## config.mk

```make
export PLATFORM = sky130hd
export DESIGN_NAME = bus_dev_endpoint_flat
export DESIGN_NICKNAME = d
export VERILOG_FILES = /design/src/rtl/bus_dev_endpoint_if.sv /design/src/rtl/bus_dev_endpoint.sv /design/src/flat_wrapper.sv
export SDC_FILE = /design/constraint.sdc
export NUM_CORES = 1
export LEC_CHECK = 0
export CORE_MARGIN = 4
export CORE_UTILIZATION = 45
export DETAILED_ROUTE_END_ITERATION = 16
export PLACE_DENSITY = 0.72
export SETUP_SLACK_MARGIN = 0.5
export SYNTH_ARGS = -nofsm -noshare
export SYNTH_HDL_FRONTEND = slang
export SYNTH_SLANG_ARGS = --single-unit
```

## constraint.sdc

```tcl
create_clock -name clk -period 5.4 [get_ports clk]
set_input_delay 1.08 -clock clk [delete_from_list [all_inputs] [get_ports clk]]
set_output_delay 1.08 -clock clk [all_outputs]
set_load 0.03 [all_outputs]
```

## src/rtl/bus_dev_endpoint_if.sv

```systemverilog
// Bus-side signals of one driver slot: the TX head offered to the bus
// (pndng/D_pop/pop) and the packet delivered by the bus (push/D_push).
interface bus_dev_endpoint_if #(
    parameter int pckg_sz = 16
);
    logic               pndng;
    logic [pckg_sz-1:0] D_pop;
    logic               pop;
    logic               push;
    logic [pckg_sz-1:0] D_push;

    modport slave (
        output pndng,
        output D_pop,
        input  pop,
        input  push,
        input  D_push
    );

    modport master (
        input  pndng,
        input  D_pop,
        output pop,
        output push,
        output D_push
    );
endinterface

```

## src/rtl/bus_dev_endpoint.sv

```systemverilog
// Device-side endpoint for one bus slot: a first-word-fall-through TX FIFO
// drained by the bus and an ID-filtered first-word-fall-through RX FIFO.
module bus_dev_endpoint #(
    parameter int          pckg_sz   = 16,
    parameter int          depth     = 8,
    parameter logic [7:0]  id        = 8'h00,
    parameter logic [7:0]  broadcast = 8'hFF
) (
    input  logic               clk,
    input  logic               reset,
    bus_dev_endpoint_if.slave  bus,
    input  logic               tx_wr,
    input  logic [pckg_sz-1:0] tx_data,
    output logic               tx_full,
    input  logic               rx_rd,
    output logic [pckg_sz-1:0] rx_data,
    output logic               rx_vld,
    output logic               tx_ovf,
    output logic               rx_ovf,
    output logic [7:0]         rx_drop_cnt
);
    localparam int              aw       = $clog2(depth);
    localparam logic [aw:0]     full_cnt = (aw + 1)'(depth);
    localparam logic [aw:0]     cnt_one  = (aw + 1)'(1);
    localparam logic [aw-1:0]   ptr_one  = aw'(1);

    // Handshake: pndng/rx_vld act as "valid", pop/rx_rd as "ready"; a head
    // entry moves only on an edge where both are high. pop or rx_rd with the
    // FIFO empty is ignored, and a full FIFO still accepts a new entry when
    // its head leaves in the same cycle.

    logic [pckg_sz-1:0] tx_mem [depth];
    logic [aw-1:0]      tx_wp, tx_rp;
    logic [aw:0]        tx_cnt;
    logic               tx_do_wr, tx_do_rd;

    logic [pckg_sz-1:0] rx_mem [depth];
    logic [aw-1:0]      rx_wp, rx_rp;
    logic [aw:0]        rx_cnt;
    logic               rx_do_wr, rx_do_rd, rx_match, rx_drop;

    always_comb begin
        tx_do_rd = bus.pop && (tx_cnt != '0);
        tx_do_wr = tx_wr && ((tx_cnt != full_cnt) || tx_do_rd);
        rx_do_rd = rx_rd && (rx_cnt != '0);
        rx_match = (bus.D_push[pckg_sz-1 -: 8] == id) ||
                   (bus.D_push[pckg_sz-1 -: 8] == broadcast);
        rx_do_wr = bus.push && rx_match && ((rx_cnt != full_cnt) || rx_do_rd);
        rx_drop  = bus.push && !rx_do_wr;
    end

    always_ff @(posedge clk) begin
        if (tx_do_wr) tx_mem[tx_wp] <= tx_data;
        if (rx_do_wr) rx_mem[rx_wp] <= bus.D_push;
    end

    always_ff @(posedge clk or posedge reset) begin
        if (reset) begin
            tx_wp  <= '0;
            tx_rp  <= '0;
            tx_cnt <= '0;
            tx_ovf <= 1'b0;
        end else begin
            if (tx_do_wr) tx_wp <= tx_wp + ptr_one;
            if (tx_do_rd) tx_rp <= tx_rp + ptr_one;
            case ({tx_do_wr, tx_do_rd})
                2'b10:   tx_cnt <= tx_cnt + cnt_one;
                2'b01:   tx_cnt <= tx_cnt - cnt_one;
                default: tx_cnt <= tx_cnt;
            endcase
            if (tx_wr && !tx_do_wr) tx_ovf <= 1'b1;
        end
    end

    always_ff @(posedge clk or posedge reset) begin
        if (reset) begin
            rx_wp       <= '0;
            rx_rp       <= '0;
            rx_cnt      <= '0;
            rx_ovf      <= 1'b0;
            rx_drop_cnt <= 8'd0;
        end else begin
            if (rx_do_wr) rx_wp <= rx_wp + ptr_one;
            if (rx_do_rd) rx_rp <= rx_rp + ptr_one;
            case ({rx_do_wr, rx_do_rd})
                2'b10:   rx_cnt <= rx_cnt + cnt_one;
                2'b01:   rx_cnt <= rx_cnt - cnt_one;
                default: rx_cnt <= rx_cnt;
            endcase
            if (bus.push && rx_match && !rx_do_wr) rx_ovf <= 1'b1;
            if (rx_drop && (rx_drop_cnt != 8'hFF)) rx_drop_cnt <= rx_drop_cnt + 8'd1;
        end
    end

    // Head outputs are forced to zero while empty so stale storage never leaks.
    always_comb begin
        bus.pndng = (tx_cnt != '0);
        bus.D_pop = bus.pndng ? tx_mem[tx_rp] : '0;
        tx_full   = (tx_cnt == full_cnt);
        rx_vld    = (rx_cnt != '0);
        rx_data   = rx_vld ? rx_mem[rx_rp] : '0;
    end
endmodule

```

## src/flat_wrapper.sv

```systemverilog
// flat-port wrapper written by rule: the top's interface ports become plain ports
module bus_dev_endpoint_flat 
#(
    parameter int          pckg_sz   = 16,
    parameter int          depth     = 8,
    parameter logic [7:0]  id        = 8'h00,
    parameter logic [7:0]  broadcast = 8'hFF
)
  (clk, reset, tx_wr, tx_data, tx_full, rx_rd, rx_data, rx_vld, tx_ovf, rx_ovf, rx_drop_cnt, bus_pndng, bus_D_pop, bus_pop, bus_push, bus_D_push);
  bus_dev_endpoint_if #(.pckg_sz(pckg_sz)) bus_i ();
  input  logic clk;
  input  logic reset;
  input  logic tx_wr;
  input  logic [pckg_sz-1:0] tx_data;
  output logic tx_full;
  input  logic rx_rd;
  output logic [pckg_sz-1:0] rx_data;
  output logic rx_vld;
  output logic tx_ovf;
  output logic rx_ovf;
  output logic [7:0] rx_drop_cnt;
  output wire logic [$bits(bus_i.pndng)-1:0] bus_pndng;
  output wire logic [$bits(bus_i.D_pop)-1:0] bus_D_pop;
  input wire logic [$bits(bus_i.pop)-1:0] bus_pop;
  input wire logic [$bits(bus_i.push)-1:0] bus_push;
  input wire logic [$bits(bus_i.D_push)-1:0] bus_D_push;
  assign bus_pndng = bus_i.pndng;
  assign bus_D_pop = bus_i.D_pop;
  assign bus_i.pop = bus_pop;
  assign bus_i.push = bus_push;
  assign bus_i.D_push = bus_D_push;
  bus_dev_endpoint #(.pckg_sz(pckg_sz), .depth(depth), .id(id), .broadcast(broadcast)) u_core (.clk(clk), .reset(reset), .bus(bus_i), .tx_wr(tx_wr), .tx_data(tx_data), .tx_full(tx_full), .rx_rd(rx_rd), .rx_data(rx_data), .rx_vld(rx_vld), .tx_ovf(tx_ovf), .rx_ovf(rx_ovf), .rx_drop_cnt(rx_drop_cnt));
endmodule
```

==> results.yml <==
timing:
  tns_ns: 0
  final-setup-viol-count: 0
  report.final.slew_viol_count: 0
  finalCriticalPeriod_ns: 4.34
  max_freq_mhz: 230
  relSlewSlack: 0.217
  finClkSkew_ns: 0.0101
  rsz0062_at_grt: "no"
  timing.final.crit_share: 0.803
  tightestPinTransition_ns: 1.17
  hold_violations: 0
worst_setup_path:
  cp_delay_by_family_top: "flip-flops"
  crit_slowest_cell: "sky130_fd_sc_hd__dfrtp_2"
  timing.critical_path.arrival_ns: 3.26
  cp-start-kind: "flop"
  timing.critical_path.required_ns: 4.32
  cp_max_fo: 27
  rrSetupSlack_ns: 2.60
  critical_path.cell_chain: "buf_4 -> mux4_2 -> mux2i_1 -> nor2_1 -> clkdlybuf4s50_1"
  crit_path_max_incr_delay_ns: 0.97
  worstSetupPathType: "flop to primary output"
  endpoint_kind: "primary output"
  cp_num_buf_inv: 2
placed_design:
  port_bufs: 82
  place.detailed.hpwl_mm: 13.0
  routabilityCongestion: 0.714
floorplanning:
  pin_count: 83
  start_util: 0.455
  floorplan.die.height_um: 167
  design.core.area_um2: 25100
  design.die.area_um2: 28000
  placementRows: 58
  floorplan.die.width_um: 167
route:
  drt_first_pass_iters: 5
  num_vias: 5660
  routed_via_density: 5.51
  detail_route.drc_violations: 0
  drt_iter0_markers: 351
  wl_mm: 21.6
  antenna_violating_nets_post_route: 0
  wl_per_instance_um: 21.0
layout:
  num-nets-final: 729
  fillers: 1952
  layout.core_utilization: 0.538
  antennaDiodeCount: 0
  layout_commonest_cell: "sky130_fd_sc_hd__edfxtp_1"
  most-common-layout-cells: "sky130_fd_sc_hd__edfxtp_1 (256), sky130_fd_sc_hd__clkdlybuf4s50_1 (82), sky130_fd_sc_hd__mux4_2 (64), sky130_fd_sc_hd__nor2_1 (42), sky130_fd_sc_hd__mux2i_1 (34)"
  drive_gt1_frac: 0.201
  synthToLayoutAreaGrowth_pct: 18.4
job:
  drv.max_cap_violation_count: 0
logic_synthesis:
  number_of_library_cell_types_mapped_by_synthesis: 40
  synth_xor_area_frac: 0.0130
  muxShareOfSynthArea: 0.167
  synthesis.area_um2: 11400
  synth_top_family_by_area: "multiplexers"
  synth-simple-area-share: 0.0457
  number_of_nets_in_the_synthesized_netlist: 629
  synth.yosys.warnings: 0
  async_reset_ff_frac: 0.105
  synth_flop_cell: "sky130_fd_sc_hd__edfxtp_1"
  synthesis.instances: 580
  synth_sequential_area_ratio: 0.739
  post_synth.cell_area_avg_um2: 19.7
  ys_seq_elements: 286
  post_synth_fa_ha_maj_area_fraction: 0.0127
  synth_compound_area_frac: 0.00942
  synth_edf_count: 256
clock_network:
  clockBufferDepth: 3
  cts_max_level: 1
  cts_setup_buffers: 0
  cts-buffers-inserted: 28
  worst_setup_hold_path_clk_slew_ns: 0.06
  clockRootBuffer: "sky130_fd_sc_hd__clkbuf_16"
  cts_resized: 0
  cts_tree: "built"
  clock_latency_ns: 0.53
  clock_tree_sinks: 286
  cts_hold_repair.buffers: 0
power_and_ir_drop:
  power_leakage_nw: 4.56
  power-per-cell-area_nw_per_um2: 536
  total_power_w: 0.00725
  power.ir.vdd_worst_uv: 377
global_routing:
  grt_first_pass_wirelength_mm: 34.4
  remaining_global_route_overflow: 0
  grt_max_degree: 33
  first_global_vias: 6055
  antenna_found_initial: 1
  grt_use_total: 0.155
status:
  outcome: "complete, no violations"
worst_hold_path:
  worstHoldPathType: "flop to flop"
-- where the power goes --
| part | switching (W) | internal, W | leakage (nW) |
|---|---|---|---|
| Clock | 0.000748 | 0.000971 | 0.386 |
| Combinational | 0.00127 | 0.00122 | 1.50 |
| Sequential | 0.000379 | 0.00266 | 2.67 |
| Total | 0.00240 | 0.00486 | 4.56 |
-- metrics by stage --
step | hold WS (ns) | std cells | instance area [um2] | setup slack, ns
after floorplan | 0.477 | 580 | 11400 | 1.59
after global placement | 0.466 | 980 | 12700 | 1.24
after detailed placement | 0.466 | 980 | 12700 | 1.02
after CTS | 0.483 | 1028 | 13500 | 0.973
after global routing | 0.504 | 1028 | 13500 | 0.825
final | 0.482 | 1028 | 13500 | 1.06
-- state kept, by name (all words and copies together) (netlist names) --
name                cells
u_core.tx_cnt           4
u_core.rx_cnt           4
u_core.rx_ovf           1
u_core.rx_wp            3
u_core.rx_drop_cnt      8
u_core.tx_ovf           1
u_core.tx_rp            3
u_core.rx_rp            3
u_core.rx_mem         128
u_core.tx_wp            3
u_core.tx_mem         128
-- synth_stat cells (3+ instances only) --
master / instances / area [um2]
sky130_fd_sc_hd__a21o_1: 3 / 22.5
sky130_fd_sc_hd__buf_1: 4 / 15.0
sky130_fd_sc_hd__buf_2: 8 / 40.0
sky130_fd_sc_hd__clkbuf_1: 13 / 48.8
sky130_fd_sc_hd__dfrtp_1: 30 / 751
sky130_fd_sc_hd__edfxtp_1: 256 / 7690
sky130_fd_sc_hd__ha_1: 10 / 125
sky130_fd_sc_hd__inv_1: 8 / 30.0
sky130_fd_sc_hd__mux2_1: 3 / 33.8
sky130_fd_sc_hd__mux2_2: 4 / 45.0
sky130_fd_sc_hd__mux2_4: 3 / 45.0
sky130_fd_sc_hd__mux2i_1: 34 / 340
sky130_fd_sc_hd__mux4_2: 64 / 1440
sky130_fd_sc_hd__nand2_1: 20 / 75.1
sky130_fd_sc_hd__nand2b_1: 5 / 31.3
sky130_fd_sc_hd__nand3_1: 4 / 20.0
sky130_fd_sc_hd__nand3b_1: 3 / 22.5
sky130_fd_sc_hd__nand4_1: 3 / 18.8
sky130_fd_sc_hd__nor2_1: 48 / 180
sky130_fd_sc_hd__nor3_1: 8 / 40.0
sky130_fd_sc_hd__nor3b_1: 4 / 30.0
sky130_fd_sc_hd__nor4_1: 3 / 18.8
sky130_fd_sc_hd__o21ai_0: 3 / 15.0
sky130_fd_sc_hd__xnor2_1: 8 / 70.1
sky130_fd_sc_hd__xor2_1: 9 / 78.8
-- layout make-up --
cell class / instances / area [um2] / area share
multi-input cells: 258 / 2900 / 0.214
flip-flops and latches: 286 / 8440 / 0.624
clock inverters: 12 / 55.1 / 0.00407
well taps: 330 / 413 / 0.0305
clock buffers: 36 / 752 / 0.0556
repair buffers: 96 / 926 / 0.0685
inverters: 10 / 37.5 / 0.00278
-- worst register-to-register path: stages (launching register included) --
cell	delay, ns
sky130_fd_sc_hd__dfrtp_1	0.49
sky130_fd_sc_hd__nor4_4	0.27
sky130_fd_sc_hd__buf_4	0.31
sky130_fd_sc_hd__inv_2	0.07
sky130_fd_sc_hd__and2_1	0.24
sky130_fd_sc_hd__ha_1	0.32
sky130_fd_sc_hd__xor2_1	0.17
sky130_fd_sc_hd__ha_1	0.19
sky130_fd_sc_hd__a21oi_1	0.20
sky130_fd_sc_hd__xor2_1	0.20
sky130_fd_sc_hd__nor2_1	0.08
sky130_fd_sc_hd__xor2_1	0.14
-- final timing paths --
check / startpoint / to / cells past startpoint
max: u_core.rx_rp[0]$_DFFE_PP0P_ / rx_data[9] / 5
min: u_core.rx_ovf$_DFFE_PP0P_ / u_core.rx_ovf$_DFFE_PP0P_ / 1
max reg2reg: u_core.rx_cnt[1]$_DFFE_PP0P_ / u_core.rx_cnt[2]$_DFFE_PP0P_ / 11
min reg2reg: u_core.rx_ovf$_DFFE_PP0P_ / u_core.rx_ovf$_DFFE_PP0P_ / 1
max in group asynchronous: reset / u_core.rx_rp[0]$_DFFE_PP0P_ / 2
min in group asynchronous: reset / u_core.rx_drop_cnt[1]$_DFFE_PP0P_ / 2
-- cells by family (layout without fill, tap and decap cells) --
logic type,count (synthesis),count (layout)
flip-flops,286,286
multiplexers,108,108
AND/OR/NAND/NOR,106,106
buffers and inverters,36,154
XOR/XNOR,17,17
AO/OA/AOI/OAI,16,16
adder cells (fa/ha/maj),11,11
-- routing by layer --
| metal | wire (um) | track usage | part of all wire | vias up |
|---|---|---|---|---|
| met2 | 10800 | 0.265 | 0.50 | 138 |
| met4 | 398 | 0.0346 | 0.018 | 2 |
| met1 | 9130 | 0.211 | 0.42 | 2969 |
| met5 | 12 | 0 | 0.00056 | - |
| met3 | 1190 | 0.0290 | 0.055 | 36 |
| li1 | - | - | - | 2515 |
(Power assumes the default switching activity.)
